## src/rtl/snn_pkg.sv

```systemverilog
// Shared definitions for the synaptic accumulator slice.
// Holds the default parameter widths and the scan controller state type.
package snn_pkg;

  localparam int DEF_ID_WIDTH     = 4;
  localparam int DEF_WEIGHT_WIDTH = 4;
  localparam int DEF_POT_WIDTH    = 8;
  localparam int DEF_THRESHOLD    = 64;
  localparam int DEF_LEAK         = 1;

  typedef enum logic [1:0] {
    ST_IDLE = 2'd0,
    ST_SCAN = 2'd1,
    ST_EMIT = 2'd2
  } state_t;

endpackage

```

## src/rtl/pot_regfile.sv

```systemverilog
// Membrane potential storage: 2^Addr_Width words of Data_Width bits.
// Ports:
//   clk   - rising-edge clock
//   clr   - synchronous clear of every word (has priority over writes)
//   we    - write enable for the single write port
//   waddr - write address
//   wdata - write data
//   raddr - combinational read address
//   rdata - combinational read data
module pot_regfile
  import snn_pkg::*;
#(
  parameter int Addr_Width = DEF_ID_WIDTH,
  parameter int Data_Width = DEF_POT_WIDTH
) (
  input  logic                  clk,
  input  logic                  clr,
  input  logic                  we,
  input  logic [Addr_Width-1:0] waddr,
  input  logic [Data_Width-1:0] wdata,
  input  logic [Addr_Width-1:0] raddr,
  output logic [Data_Width-1:0] rdata
);

  localparam int Depth = 1 << Addr_Width;

  logic [Data_Width-1:0] mem [Depth];

  always_ff @(posedge clk) begin
    if (clr) begin
      for (int i = 0; i < Depth; i++) begin
        mem[i] <= '0;
      end
    end else if (we) begin
      mem[waddr] <= wdata;
    end
  end

  assign rdata = mem[raddr];

endmodule

```

## src/rtl/syn_accum.sv

```systemverilog
// Synaptic accumulator with leaky integrate-and-fire scan.
// Weights from the lookup stage are added (saturating) into the target
// neuron's potential while idle. An end-of-timestep pulse starts a scan that
// visits one neuron per cycle, leaking it toward zero or emitting a spike
// with a valid/ready handshake and clearing it.
// Ports:
//   clk         - rising-edge clock
//   rst         - synchronous active-high reset
//   Valid_In    - a weight is presented on DstID_In/Weight_In
//   DstID_In    - target neuron index
//   Weight_In   - signed synaptic weight
//   Step_In     - end-of-timestep pulse, starts a scan
//   Spike_Ready - downstream accepts the presented spike
//   Spike_Valid - a spike is presented
//   Spike_ID    - index of the firing neuron
//   Busy        - scan in progress, Valid_In/Step_In are dropped
//
// state   | meaning
// IDLE    | accumulating weights, waiting for Step_In
// SCAN    | visiting neuron idx: fire check, else leak and advance
// EMIT    | spike for neuron idx presented, waiting for Spike_Ready
module syn_accum
  import snn_pkg::*;
#(
  parameter int ID_Width     = DEF_ID_WIDTH,
  parameter int Weight_Width = DEF_WEIGHT_WIDTH,
  parameter int Pot_Width    = DEF_POT_WIDTH,
  parameter int Threshold    = DEF_THRESHOLD,
  parameter int Leak         = DEF_LEAK
) (
  input  logic                           clk,
  input  logic                           rst,
  input  logic                           Valid_In,
  input  logic [ID_Width-1:0]            DstID_In,
  input  logic signed [Weight_Width-1:0] Weight_In,
  input  logic                           Step_In,
  input  logic                           Spike_Ready,
  output logic                           Spike_Valid,
  output logic [ID_Width-1:0]            Spike_ID,
  output logic                           Busy
);

  // One guard bit so sums and compares never overflow before saturation.
  localparam int Ext_Width = Pot_Width + 1;
  localparam logic signed [Ext_Width-1:0] Thr_Ext  = Ext_Width'(Threshold);
  localparam logic signed [Ext_Width-1:0] Leak_Ext = Ext_Width'(Leak);

  state_t              state, state_nx;
  logic [ID_Width-1:0] idx, idx_nx;
  logic                spike_valid, spike_valid_nx;
  logic [ID_Width-1:0] spike_id, spike_id_nx;

  logic [ID_Width-1:0]  addr;
  logic                 we;
  logic [Pot_Width-1:0] wdata;
  logic [Pot_Width-1:0] pot_rd;

  logic signed [Ext_Width-1:0] pot_ext, w_ext, sum;
  logic [Pot_Width-1:0]        sat_sum;
  logic [Pot_Width-1:0]        leaked;
  logic                        fire;
  logic                        last;

  pot_regfile #(
    .Addr_Width (ID_Width),
    .Data_Width (Pot_Width)
  ) u_pot (
    .clk   (clk),
    .clr   (rst),
    .we    (we),
    .waddr (addr),
    .wdata (wdata),
    .raddr (addr),
    .rdata (pot_rd)
  );

  assign pot_ext = {pot_rd[Pot_Width-1], pot_rd};
  assign w_ext   = Ext_Width'(Weight_In);
  assign sum     = pot_ext + w_ext;
  assign fire    = (pot_ext >= Thr_Ext);
  assign last    = &idx;

  // Guard bit disagreeing with the sign bit means the sum left the range.
  always_comb begin
    sat_sum = sum[Pot_Width-1:0];
    if (sum[Pot_Width] != sum[Pot_Width-1]) begin
      sat_sum = sum[Pot_Width] ? {1'b1, {(Pot_Width-1){1'b0}}}
                               : {1'b0, {(Pot_Width-1){1'b1}}};
    end
  end

  // Leak toward zero, clamping at zero rather than crossing it.
  always_comb begin
    leaked = '0;
    if (pot_ext > Leak_Ext) begin
      leaked = Pot_Width'(pot_ext - Leak_Ext);
    end else if (pot_ext < -Leak_Ext) begin
      leaked = Pot_Width'(pot_ext + Leak_Ext);
    end
  end

  always_comb begin
    state_nx       = state;
    idx_nx         = idx;
    spike_valid_nx = spike_valid;
    spike_id_nx    = spike_id;
    addr           = idx;
    we             = 1'b0;
    wdata          = '0;
    case (state)
      ST_IDLE: begin
        addr = DstID_In;
        if (Valid_In) begin
          we    = 1'b1;
          wdata = sat_sum;
        end
        // The weight write lands on the same edge the scan starts, so the
        // scan reads the updated value.
        if (Step_In) begin
          state_nx = ST_SCAN;
          idx_nx   = '0;
        end
      end
      ST_SCAN: begin
        if (fire) begin
          state_nx       = ST_EMIT;
          spike_valid_nx = 1'b1;
          spike_id_nx    = idx;
        end else begin
          we    = 1'b1;
          wdata = leaked;
          if (last) begin
            state_nx = ST_IDLE;
            idx_nx   = '0;
          end else begin
            idx_nx = idx + 1'b1;
          end
        end
      end
      ST_EMIT: begin
        if (Spike_Ready) begin
          we             = 1'b1;
          wdata          = '0;
          spike_valid_nx = 1'b0;
          if (last) begin
            state_nx = ST_IDLE;
            idx_nx   = '0;
          end else begin
            state_nx = ST_SCAN;
            idx_nx   = idx + 1'b1;
          end
        end
      end
      default: begin
        state_nx = ST_IDLE;
        idx_nx   = '0;
      end
    endcase
  end

  always_ff @(posedge clk) begin
    if (rst) begin
      state       <= ST_IDLE;
      idx         <= '0;
      spike_valid <= 1'b0;
      spike_id    <= '0;
    end else begin
      state       <= state_nx;
      idx         <= idx_nx;
      spike_valid <= spike_valid_nx;
      spike_id    <= spike_id_nx;
    end
  end

  assign Spike_Valid = spike_valid;
  assign Spike_ID    = spike_id;
  assign Busy        = (state != ST_IDLE);

endmodule
```

## config.mk

```make
export PLATFORM = sky130hd
export DESIGN_NAME = syn_accum
export DESIGN_NICKNAME = d
export VERILOG_FILES = /design/src/rtl/snn_pkg.sv /design/src/rtl/pot_regfile.sv /design/src/rtl/syn_accum.sv
export SDC_FILE = /design/constraint.sdc
export NUM_CORES = 1
export LEC_CHECK = 0
export CORE_MARGIN = 5
export CORE_UTILIZATION = 35
export CTS_CLUSTER_DIAMETER = 50
export DETAILED_ROUTE_END_ITERATION = 12
export GPL_TIMING_DRIVEN = 0
export PLACE_DENSITY = 0.56
export SYNTH_ARGS = -nofsm -noshare
export SYNTH_HDL_FRONTEND = slang
export SYNTH_SLANG_ARGS = --single-unit
```

## constraint.sdc

```tcl
create_clock -name clk -period 9.9 [get_ports clk]
set_clock_uncertainty 0.05 [all_clocks]
set_input_delay 0.99 -clock clk [delete_from_list [all_inputs] [get_ports clk]]
set_output_delay 0.99 -clock clk [all_outputs]
set_load 0.005 [all_outputs]
```

==> summary.txt <==
HPWL Detailed = 16800 um
CP Launch Point = state[0]$_SDFFE_PP0P_
Crit path DAT = 6.66 ns
Vias/cell = 5.63
Leak = 3.07 nW
Syn Inst Count = 744
P_sw = 0.00119 W
Final WL = 23100 um
Die H = 161 um
Vias in the first global route = 5966
R2r endpoint = u_pot.mem[1][3]$_SDFFCE_PN0P_
First-pass GRT wire length = 35900 um
Area grow syn2layout = 14.2%
Int Power = 0.00151 W
Starting Density = 35.4%
Count of final setup violators = 0
Largest net degree at the start of global routing = 17
Seq pwr share = 26.5%
Nets = 809
RSZ-0062 raised after global routing = no
Largest delay share family, worst path = compound AO/OA/AOI/OAI gates
Post-Route Setup TNS = 0 ns
Max Fclk = 0.153 GHz
Hold Path Class = flip-flop to flip-flop
Period utilization = 66.2%
Worst slew pin tran = 1.04 ns
Drt drc = 0
Row cnt = 55
R2R Path Start = state[0]$_SDFFE_PP0P_
Max clock buf depth = 2
Root buf cell = clkbuf_16
CP Launch Type = flip-flop
ANT cells = 0
Clk sink count = 139
Worst-path fanout max = 10
Pwr dens = 296 nW/um2
Post-route antenna net violation count = 0
Clock Latency Late Sink = 0.42 ns
CP max stage delay = 0.66 ns
Overall power = 0.00269 W
DR iter-0 viols = 663
Worst-path clk slew = 0.06 ns
Synth Flop Type = edfxtp_1
Post-synthesis sequential area ratio = 51.0%
R2r setup slk = 3.35 ns
Number of flops mapped to enable cells by yosys = 128
Cts hold-fix bufs = 0
Max-cap viol count = 0
Die span in x = 161 um
Filler cells = 2201
Initial antenna violation count = 0
Worst Path Required = 10.01 ns
Drt wl/cell = 21.5 um
Fin. Hold Viols = 0
Number of cells on the worst reg-to-reg path = 22
Crit path depth = 22
Die Area = 25900 um2
DRT Pass-1 Iters = 7
Vias = 6064
Slew Limit Fails = 0
Crit. End Element = flip-flop
Critical Path Slowest Stage Cell = a311oi_2
VDD IR max = 0.186 mV
Mapped Nets = 774
Slew margin rel. = 30.2%
Bufs and invs on worst path = 6
Crit path capture = u_pot.mem[1][3]$_SDFFCE_PN0P_
CP Cell Sequence = inv_1, ha_1, buf_4, mux2i_1, buf_2, buf_2, mux4_2, o22ai_1, nor2_1, ha_1, inv_1, fa_1, nor2b_1, o21ai_0, a21oi_1, o31ai_1, a21oi_1, xor2_1, a21oi_1, a311oi_2, buf_2, nor2_1
Setup Crit Path Kind = flip-flop to flip-flop
Total CTS buffers = 17
Htree depth = 4
Synth Cell Area = 7960 um2
I/O Buffers = 16
Mean Syn Cell Area = 10.7 um2
Synth unique cells = 64
Tmin final = 6.55 ns
Post-CTS Setup Inserts = 0
Status = finished clean
Most frequent cells in the layout = 208 x nor2_1, 128 x edfxtp_1, 43 x nor4b_1
Post-CTS Resized = 0
Clock Power Share = 24.8%
CTS tree = yes
Overall fraction of global-route tracks in use = 18.0%
Ys Warns = 0
Synth Register Bits = 139
Remaining global-route overflow = 0
Commonest non-fill, non-tap cell in the layout = nor2_1
Routability cong. = 0.871
Core footprint = 22500 um2
Ratio of cells with drive above 1 in the final layout = 13.4%
Logic pwr share = 48.7%
Switching Fraction = 44.1%
Post-synthesis async set-or-reset flop share = 0%
Total I/O pin count = 19
==> power groups by stage <==
stage               registers (W)  logic [W]  clock network [W]
finish                   0.000714    0.00131           0.000669
floorplan                0.000715   0.000917                  0
detailed placement       0.000726    0.00131                  0
global route             0.000717    0.00142           0.000703
CTS                      0.000714    0.00132           0.000675
global placement         0.000724    0.00131                  0
==> cell usage after synthesis, types with 4 or more instances <==
cell type	n	area [um2]
nor2_1	208	781
edfxtp_1	128	3840
nor4b_1	43	377
nand2_1	35	131
buf_2	25	125
clkbuf_1	21	78.8
nand2b_1	20	125
a21oi_1	19	95.1
inv_1	18	67.6
mux4_2	18	405
ha_1	16	200
a21o_1	15	113
a31oi_1	15	93.8
nor4_1	15	93.8
a41oi_1	14	123
nor4bb_1	14	140
dfxtp_1	11	220
nand3_1	9	45.0
o21ai_0	9	45.0
xor2_1	7	61.3
a21oi_2	6	52.6
o22ai_1	6	37.5
mux2i_1	5	50.1
nor4_2	5	62.6
nand3b_1	4	30.0
or3_1	4	25.0
==> per-stage QoR <==
step                worst slack [ns]  util [%]  area, um2  hold WS [ns]  instances
floorplan                       4.68         -       7960         0.416        744
global placement                3.07      37.7       8480         0.420       1045
detailed placement              3.11      37.7       8480         0.423       1045
CTS                             3.39      40.4       9090         0.438       1077
global route                    2.94      40.4       9090         0.478       1077
finish                          3.35      40.4       9090         0.432       1077
==> registers in the layout (all words and copies together), names as in the netlist <==
register / flops
Spike_ID: 4
idx: 4
state: 2
u_pot.mem: 128
Spike_Valid: 1
==> metal layers <==
| metal | track usage [%] | up-vias | part of all wire, % |
|---|---|---|---|
| met4 | 5.58 | 0 | 1.7 |
| met5 | 0 | - | 0 |
| met3 | 2.57 | 26 | 5.1 |
| met1 | 24.8 | 3003 | 45 |
| li1 | - | 2830 | - |
| met2 | 29.5 | 205 | 49 |
==> area by class of cell <==
type	count	area [um2]	share of cell area [%]
Buffer	54	260	2.86
Inverter	18	67.6	0.743
Multi-Input combinational cell	533	3570	39.3
Sequential cell	139	4060	44.7
Clock buffer	18	429	4.72
Clock inverter	14	184	2.02
Timing Repair Buffer	16	160	1.76
Tap cell	285	357	3.92
==> worst register-to-register path: stages, from the launching register on <==
cell and delay [ns]:
dfxtp_1 0.38, inv_1 0.08, ha_1 0.21, buf_4 0.17, mux2i_1 0.34, buf_2 0.39, buf_2 0.40, mux4_2 0.29
o22ai_1 0.12, nor2_1 0.51, ha_1 0.28, inv_1 0.06, fa_1 0.41, nor2b_1 0.11, o21ai_0 0.10, a21oi_1 0.27
o31ai_1 0.12, a21oi_1 0.25, xor2_1 0.49, a21oi_1 0.17, a311oi_2 0.66, buf_2 0.37, nor2_1 0.07
==> cell families after synthesis <==
group	count (synthesis)	share of synthesized area, %
AOI/OAI and AO/OA	106	10.4
xor gates and xnor gates	9	0.990
and+or+nand+nor	375	24.5
DFF	139	51.0
muxes	26	6.22
buffers and inverters	72	4.12
adders and majority gates	17	2.77
==> worst min path at each step <==
stage,slack [ns],end,from,depth (start not counted)
final,0.43,Spike_ID[2]$_SDFFE_PP0P_,Spike_ID[2]$_SDFFE_PP0P_,2
after global placement,0.42,Spike_ID[2]$_SDFFE_PP0P_,Spike_ID[2]$_SDFFE_PP0P_,2
after floorplan,0.42,state[0]$_SDFFE_PP0P_,state[0]$_SDFFE_PP0P_,2
after global routing,0.48,Spike_ID[0]$_SDFFE_PP0P_,Spike_ID[0]$_SDFFE_PP0P_,2
after CTS,0.44,Spike_ID[2]$_SDFFE_PP0P_,Spike_ID[2]$_SDFFE_PP0P_,2
after detailed placement,0.42,Spike_ID[2]$_SDFFE_PP0P_,Spike_ID[2]$_SDFFE_PP0P_,2
(Power assumes the default switching activity.)
